File: config.mk
export PLATFORM = sky130hd
export DESIGN_NAME = mfp_reset_sequencer
export DESIGN_NICKNAME = d
export VERILOG_FILES = /design/src/rtl/mfp_reset_sequencer.sv
export SDC_FILE = /design/constraint.sdc
export NUM_CORES = 1
export LEC_CHECK = 0
export ABC_AREA = 1
export CORE_ASPECT_RATIO = 1.25
export CORE_MARGIN = 5
export CORE_UTILIZATION = 30
export CTS_CLUSTER_SIZE = 8
export DETAILED_ROUTE_END_ITERATION = 7
export PLACE_DENSITY = 0.51
export SETUP_SLACK_MARGIN = 0.1
export SYNTH_ARGS = -nofsm -noshare
export SYNTH_HDL_FRONTEND = slang
export SYNTH_SLANG_ARGS = --single-unit
File: constraint.sdc
create_clock -name SI_ClkIn -period 2.4 [get_ports SI_ClkIn]
set_clock_uncertainty 0.15 [all_clocks]
set_input_delay 0.24 -clock SI_ClkIn [delete_from_list [all_inputs] [get_ports SI_ClkIn]]
set_output_delay 0.24 -clock SI_ClkIn [all_outputs]
set_load 0.02 [all_outputs]
File: src/rtl/mfp_reset_sequencer.sv
// Board reset sequencer: synchronises/debounces reset requests, qualifies PLL lock, releases
// peripheral reset before core reset and records the cause. Optional watchdog: MFP_RESET_WATCHDOG_EN.
module mfp_reset_sequencer #(
    parameter int                N_SRC                 = 3,
    parameter int                DEBOUNCE_CYCLES       = 4,
    parameter int                HOLD_CYCLES           = 8,
    parameter int                LOCK_STABLE_CYCLES    = 16,
    parameter int                PERIPH_TO_CORE_CYCLES = 4,
    parameter logic [N_SRC-1:0]  COLD_MASK             = 3'b010,
    parameter int                WDT_CYCLES            = 1024
) (
    input  logic                SI_ClkIn,
    input  logic                SI_Reset,
    input  logic [N_SRC-1:0]    rst_req,
    input  logic                pll_lock,
    input  logic                wdt_kick,
    output logic                periph_reset,
    output logic                sys_reset,
    output logic                cold_reset,
    output logic                ready,
    output logic [N_SRC+2:0]    rst_cause
);

    localparam int CNT_MAX_HL = (HOLD_CYCLES > LOCK_STABLE_CYCLES) ? HOLD_CYCLES : LOCK_STABLE_CYCLES;
    localparam int CNT_MAX    = (CNT_MAX_HL > PERIPH_TO_CORE_CYCLES) ? CNT_MAX_HL : PERIPH_TO_CORE_CYCLES;
    localparam int CW         = $clog2(CNT_MAX + 1);
    localparam int DW         = $clog2(DEBOUNCE_CYCLES + 1);

    localparam logic [CW-1:0] HOLD_LAST   = CW'(HOLD_CYCLES - 1);
    localparam logic [CW-1:0] LOCK_DONE   = CW'(LOCK_STABLE_CYCLES);
    localparam logic [CW-1:0] PERIPH_LAST = CW'(PERIPH_TO_CORE_CYCLES - 1);
    localparam logic [CW-1:0] CNT_SAT     = CW'(CNT_MAX);
    localparam logic [DW-1:0] DEB_DONE    = DW'(DEBOUNCE_CYCLES);
    localparam logic [N_SRC+2:0] CAUSE_POR = {1'b1, {(N_SRC+2){1'b0}}};

    typedef enum logic [3:0] {
        ST_ASSERT    = 4'b0001,
        ST_WAIT_LOCK = 4'b0010,
        ST_PERIPH    = 4'b0100,
        ST_RUN       = 4'b1000
    } state_t;

    state_t              state, state_nxt;
    logic [N_SRC-1:0]    req_s1, req_s2;
    logic                lock_s1, lock_s2;
    logic [N_SRC-1:0]    qual;
    logic                any_qual, lock_lost, wdt_exp, enter_assert, enter_run;
    logic [CW-1:0]       cnt, cnt_inc;

    always_ff @(posedge SI_ClkIn) begin
        if (SI_Reset) begin
            req_s1  <= '0;
            req_s2  <= '0;
            lock_s1 <= 1'b0;
            lock_s2 <= 1'b0;
        end else begin
            req_s1  <= rst_req;
            req_s2  <= req_s1;
            lock_s1 <= pll_lock;
            lock_s2 <= lock_s1;
        end
    end

    for (genvar i = 0; i < N_SRC; i++) begin : g_deb
        logic [DW-1:0] deb_cnt;
        always_ff @(posedge SI_ClkIn) begin
            if (SI_Reset || !req_s2[i])
                deb_cnt <= '0;
            else if (deb_cnt != DEB_DONE)
                deb_cnt <= deb_cnt + DW'(1);
        end
        assign qual[i] = (deb_cnt == DEB_DONE);
    end

    assign any_qual  = |qual;
    assign lock_lost = !lock_s2 && (state == ST_PERIPH || state == ST_RUN);

`ifdef MFP_RESET_WATCHDOG_EN
    localparam int WW = $clog2(WDT_CYCLES + 1);
    localparam logic [WW-1:0] WDT_LAST = WW'(WDT_CYCLES - 1);
    logic [WW-1:0] wdt_cnt;

    // Counts only while staying in RUN; a kick or any exit restarts it.
    always_ff @(posedge SI_ClkIn) begin
        if (SI_Reset || wdt_kick || state != ST_RUN || state_nxt != ST_RUN)
            wdt_cnt <= '0;
        else if (wdt_cnt != WDT_LAST)
            wdt_cnt <= wdt_cnt + WW'(1);
    end
    assign wdt_exp = (state == ST_RUN) && (wdt_cnt == WDT_LAST) && !wdt_kick;
`else
    logic unused_wdt;
    assign unused_wdt = wdt_kick | (WDT_CYCLES < 1);
    assign wdt_exp    = 1'b0;
`endif

    always_comb begin
        state_nxt = state;
        case (state)
            ST_ASSERT:
                if (!any_qual && cnt == HOLD_LAST) state_nxt = ST_WAIT_LOCK;
            ST_WAIT_LOCK:
                if (any_qual)                        state_nxt = ST_ASSERT;
                else if (lock_s2 && cnt == LOCK_DONE) state_nxt = ST_PERIPH;
            ST_PERIPH:
                if (any_qual || !lock_s2)            state_nxt = ST_ASSERT;
                else if (cnt == PERIPH_LAST)         state_nxt = ST_RUN;
            ST_RUN:
                if (any_qual || !lock_s2 || wdt_exp) state_nxt = ST_ASSERT;
            default:
                state_nxt = ST_ASSERT;
        endcase
    end

    always_ff @(posedge SI_ClkIn) begin
        if (SI_Reset) state <= ST_ASSERT;
        else          state <= state_nxt;
    end

    // One shared dwell counter; it restarts from zero in every new state.
    assign cnt_inc = (cnt == CNT_SAT) ? cnt : cnt + CW'(1);

    always_ff @(posedge SI_ClkIn) begin
        if (SI_Reset || state_nxt != state) begin
            cnt <= '0;
        end else begin
            case (state)
                ST_ASSERT:    cnt <= any_qual ? '0 : cnt_inc;
                ST_WAIT_LOCK: cnt <= lock_s2 ? cnt_inc : '0;
                ST_PERIPH:    cnt <= cnt_inc;
                default:      cnt <= '0;
            endcase
        end
    end

    assign enter_assert = (state_nxt == ST_ASSERT) && (state != ST_ASSERT);
    assign enter_run    = (state_nxt == ST_RUN) && (state != ST_RUN);

    always_ff @(posedge SI_ClkIn) begin
        if (SI_Reset)
            cold_reset <= 1'b1;
        else if (enter_assert)
            cold_reset <= cold_reset | (|(qual & COLD_MASK));
        else if (enter_run)
            cold_reset <= 1'b0;
    end

    always_ff @(posedge SI_ClkIn) begin
        if (SI_Reset)
            rst_cause <= CAUSE_POR;
        else if (enter_assert)
            rst_cause <= {1'b0, wdt_exp, lock_lost, qual};
        else if (state == ST_ASSERT || state == ST_WAIT_LOCK)
            rst_cause <= rst_cause | {3'b000, qual};
    end

    assign periph_reset = state[0] | state[1];
    assign sys_reset    = ~state[3];
    assign ready        = state[3];

endmodule

**Word level (Yosys, flattened, before mapping)**

Cells that the tools add are included.
W data, S select, Z words.

- Latch bits: 0
- Bits in writable memories: 0
- Register bits after elaboration: 33
- Memories kept: 0
- Bits in read-only memories: 0

- Mux-type cells: 15
- Bitwise logic cells: 4
- $mul: 0
- Order comparisons: 0
- Equality and inequality tests: 18
- Shift-type cells: 0
- Div/mod/pow operators: 0
- Reductions and logical operators: 21
- Add/sub/neg operators: 4

Operators with widths:

| kind | count |
|---|---|
| $mux W4 | 6 |
| $pmux W4 S4 | 1 |
| $mux W5 | 3 |
| $pmux W5 S3 | 1 |
| $mux W6 | 2 |
| $add A3 B1 Y3 const B | 3 |
| $eq A3 B3 Y1 const B | 3 |
| $ne A3 B3 Y1 const B | 3 |
| $eq A4 B1 Y1 const B | 2 |
| $eq A4 B4 Y1 const B | 2 |
| $logic_or A1 B1 Y1 | 7 |
| $or A6 B3 Y6 | 1 |
| $add A5 B1 Y5 const B | 1 |
| $eq A5 B2 Y1 const B | 1 |
| $eq A5 B3 Y1 const B | 1 |
| $eq A5 B5 Y1 const B | 1 |
| $logic_and A1 B1 Y1 | 5 |
| $logic_not A1 Y1 | 5 |
| $eq A4 B2 Y1 const B | 1 |
| $eq A4 B3 Y1 const B | 1 |
| $ne A4 B1 Y1 const B | 1 |
| $ne A4 B4 Y1 | 1 |
| $ne A4 B4 Y1 const B | 1 |
| $reduce_bool A2 Y1 | 2 |
| 5 further kinds | 7 |

**Longest topological paths before layout**

- Word-level depth: 10
- Gate-level depth with buffers: 15

**Least setup slack after synthesis**

Ideal clock, no wire load.

- Kind: flip-flop to flip-flop
- Start point: register g_deb[0].deb_cnt[0]
- End point: register cnt[0]
- Cell stages (with the launch flop): 11
- Path slack: 695 ps
- Data required time: 2133 ps
- Library setup time: 117 ps
- Arrival: 1438 ps
- Buffers on the path: 0
- Cells stage by stage: dfxtp_1 > inv_1 > ha_1 > nand2_2 > nand3_1 > nor2_1 > o211ai_1 > a21boi_0 > nor2_2 > nand3_2 > nor2_1

- Longest elaborated chain between the ends: 8
- Elaborated cells on any way between the ends: 14
- Classes of those cells: 2 x eq/ne; 7 x mux; 5 x reduce/logical

Ends and longest elaborated chain:

| what | RTL line | RTL |
|---|---|---|
| from (decl) | 65 | `logic [DW-1:0] deb_cnt;` |
| from (signal assigned) | 70 | `deb_cnt <= deb_cnt + DW'(1);` |
| $eq A3 B3 Y1 * | 72 | `assign qual[i] = (deb_cnt == DEB_DONE);` |
| $reduce_or A3 Y1 * | 75 | `assign any_qual = \|qual;` |
| $logic_not A1 Y1 | 101 | `if (!any_qual && cnt == HOLD_LAST) state_nxt = ST_WAIT_LOCK;` |
| $logic_and A1 B1 Y1 | 101 |  |
| $mux W4 | 101 |  |
| $pmux W4 S4 | 99 | `case (state)` |
| $ne A4 B4 Y1 | 124 | `if (SI_Reset \|\| state_nxt != state) begin` |
| $logic_or A1 B1 Y1 | 124 |  |
| to (signal assigned) | 128 | `ST_ASSERT: cnt <= any_qual ? '0 : cnt_inc;` |
| to (signal assigned) | 129 | `ST_WAIT_LOCK: cnt <= lock_s2 ? cnt_inc : '0;` |
| to (signal assigned) | 130 | `ST_PERIPH: cnt <= cnt_inc;` |
| to (decl) | 48 | `logic [CW-1:0] cnt, cnt_inc;` |

Every way passes the cells marked *; elsewhere a longest branch is shown, timed or not.
A chain may end at the register's enable or synchronous reset.

**Final worst setup path**

- Start point: register g_deb[1].deb_cnt[0]
- End point: register cnt[4]

- Longest elaborated chain between the ends: 8
- Elaborated cells on any way between the ends: 14
- Classes of those cells: 2 x eq/ne; 7 x mux; 5 x reduce/logical

Ends and longest elaborated chain:

| what | RTL line |
|---|---|
| from (decl) | 65 |
| from (signal assigned) | 70 |
| $eq A3 B3 Y1 * | 72 |
| $reduce_or A3 Y1 * | 75 |
| $logic_not A1 Y1 | 101 |
| $logic_and A1 B1 Y1 | 101 |
| $mux W4 | 101 |
| $pmux W4 S4 | 99 |
| $ne A4 B4 Y1 | 124 |
| $logic_or A1 B1 Y1 | 124 |

Marked as above.

==> impl_results.md <==
- Reg clk slew, reported paths: 0.07 ns
- Overall routed net length: 2.82 mm
- Crit path largest cell delay: 0.36 ns
- Number of global-route vias before repair: 1200
- Fraction of layout instances using a drive strength above 1: 10.8%
- NumNets Final: 236
- Largest net degree at the start of global routing: 12
- Detailed Routing Iterations Pass 1: 4
- Worst skew pair latency: 0.28 ns
- Post-synth top area share: 42.8%
- Mean routed wirelength per cell: 10.0 um
- Max-Cap Viols: 0
- Initial antenna violation count: 0
- Worst path slowest cell: dfxtp_1
- Max Slew Vio Count: 0
- Cts bufs inserted: 5
- Die footprint: 6510 um^2
- DR DRC count: 0
- R2r worst-path depth: 10
- Min-delay worst type: flop to flop
- Core area: 4800 um^2
- CTS tree: yes
- RSZ-0062 raised after global routing: no
- Synth warn: 0
- Minimum clock period: 1.98 ns
- CP Capture Type: flop
- Util after Layout: 37.3%
- FF-to-FF Start: g_deb[1].deb_cnt[0]
- Max Clk Rate: 506 MHz
- Total power draw: 1.02 mW
- Final setup viols: 0
- Seq/Total Area, Yosys: 42.8%
- Global-route wire length before repair: 5.10 mm
- CP Class: flop to flop
- Vias per cell: 4.32
- Crit path cell chain: inv_1, ha_1, nand2_2, nand3_1, nor2_1, o211ai_1, a21boi_0, nor2_2, nand3_2, nor2_1
- Total congestion overflow: 0
- Total GRT Usage: 10.1%
- Critical path's most frequent cell: nor2_1
- Pwr dens: 572 nW/um^2
- Via count: 1218
- Outcome: finished clean
- Hold path start: req_s1[0]
- CP Max Fanout: 7
- Crit. path cell count: 10
- Delay-heaviest family, CP: simple AND/OR/NAND/NOR gates
- Worst-case clock buffer depth: 2
- Leading area contributor after synthesis: dfxtp_1
- Fin crit share: 82.4%
- Syn_area_per_cell: 7.41 um^2
- Flops & latches, synth: 32
- Starting Density: 31.2%
- Reg2reg end: cnt[4]
- Synth Cell Area: 1500 um^2
- PortBufs: 14
- CTS sink cnt: 32
- IO Pins: 17
- Worst Path Buf+Inv: 1
- DRC marker count from the first detailed-route iteration: 36
- Cell Rows: 28
- Chip height: 89.0 um
- Cell count after synthesis: 202
- PostCTS Resize Cnt: 0
- Syn Nets: 217
- Worst Path Arrival: 2.00 ns
- DIE WIDTH: 73.2 um
- GP Congestion: 0.782
- FF-to-FF setup slack: 0.42 ns
- LEAKAGE: 0.811 nW
- Antenna diodes: 0
- Setup_tns: 0 ns
- Area contributors post-synth: dfxtp_1, nand2_1, inv_1, nor2_1, ha_1
- Htree depth: 2
- VDD IR max: 0.356 mV
- Final hold violations: 0
- Post-CTS Setup Bufs: 0
- Distinct cells, synth: 26
- DP HPWL: 2.21 mm
- Hold_buf cts: 0
- CP startpoint kind: flop
- Layout area overhead: 19.7%
- Root Buffer: clkbuf_8
- Hold Path Sink: req_s2[0]
- Req. time, crit path: 2.42 ns
- DRT antenna net count: 0
- WHS Path Cells: 2
-- worst reg2reg max path, cell delays in order (launching register included) --
cell	delay, ns
dfxtp_1	0.36
inv_1	0.07
ha_1	0.20
nand2_2	0.15
nand3_1	0.12
nor2_1	0.15
o211ai_1	0.17
a21boi_0	0.26
nor2_2	0.07
nand3_2	0.11
nor2_1	0.05
-- state kept, by name, summed over array words and instances, names as in the netlist --
signal,count
req_s2,3
state,4
cold_reset,1
req_s1,3
lock_s2,1
g_deb.deb_cnt,9
lock_s1,1
rst_cause,5
cnt,5
-- final cells by class --
cell class	count	area, um^2
clock inverters	3	18.8
fillers	499	3010
repair buffers	15	148
well taps	60	75.1
inverters	37	139
multi-input cells	130	702
flip-flops and latches	32	641
clock buffers	5	68.8
-- layout by cell type, fill, tap and decap left out, drive strengths merged, types with 3 or more instances in the layout --
cell type      count
nand4              3
clkinv             3
nor2              34
nand3             13
xnor2              3
clkdlybuf4s50     14
ha                 8
clkbuf             5
a21oi             14
inv               37
nand2             41
a211oi             3
dfxtp             32
o21ai              4
-- Yosys cell counts (all sizes together) --
cell type,instances
a211oi,3
clkbuf,2
nand2,41
nand3,13
o21ai,4
dfxtp,32
o221ai,1
buf,1
a21oi,14
o21a,1
o211ai,1
xnor2,3
o31ai,1
nor2,34
nand4,3
inv,37
nor3,1
ha,8
a21boi,1
conb,1
-- cells by family (layout without fill, tap and decap cells) --
family / Yosys count / after routing / share of synthesized area, %
simple gates: 92 / 92 / 28.1
buf+inv: 40 / 60 / 10.3
flops: 32 / 32 / 42.8
compound gates: 26 / 26 / 10.1
fa+ha+maj: 8 / 8 / 6.69
xor+xnor: 3 / 3 / 1.76
other cells: 1 / 1 / 0.251
-- worst max-delay path by stage --
stage / startpoint / endpoint
2_1_floorplan: g_deb[0].deb_cnt[0] / cnt[0]
3_3_place_gp: g_deb[1].deb_cnt[0] / cnt[0]
3_5_place_dp: g_deb[0].deb_cnt[0] / cnt[4]
4_1_cts: g_deb[0].deb_cnt[0] / cnt[4]
5_1_grt: g_deb[1].deb_cnt[0] / cnt[2]
6_report: g_deb[1].deb_cnt[0] / cnt[4]
-- per-layer routing --
layer	share of wire (%)	vias up	routed length (um)	GRT usage [%]
li1	-	663	-	-
met4	2.0	0	56	4.53
met2	46	22	1300	17.0
met1	47	527	1330	11.5
met3	5.0	6	140	3.49
met5	0	-	0	0
-- through the flow --
stage	hold slack (ns)	cells	worst slack, ns	cell area (um^2)
detailed placement	0.245	274	0.416	1700
CTS	0.256	282	0.407	1790
global placement	0.240	274	0.423	1700
finish	0.253	282	0.423	1790
floorplan	0.197	202	0.695	1500
global route	0.270	282	0.210	1790
-- where the power goes --
part | internal [mW] | total (mW) | leakage (nW) | switching, mW
Clock | 0.202 | 0.400 | 0.0479 | 0.199
Sequential | 0.546 | 0.556 | 0.260 | 0.00961
Combinational | 0.0285 | 0.0682 | 0.503 | 0.0397
Total | 0.776 | 1.02 | 0.811 | 0.248
Power figures use the tool's default switching activity.
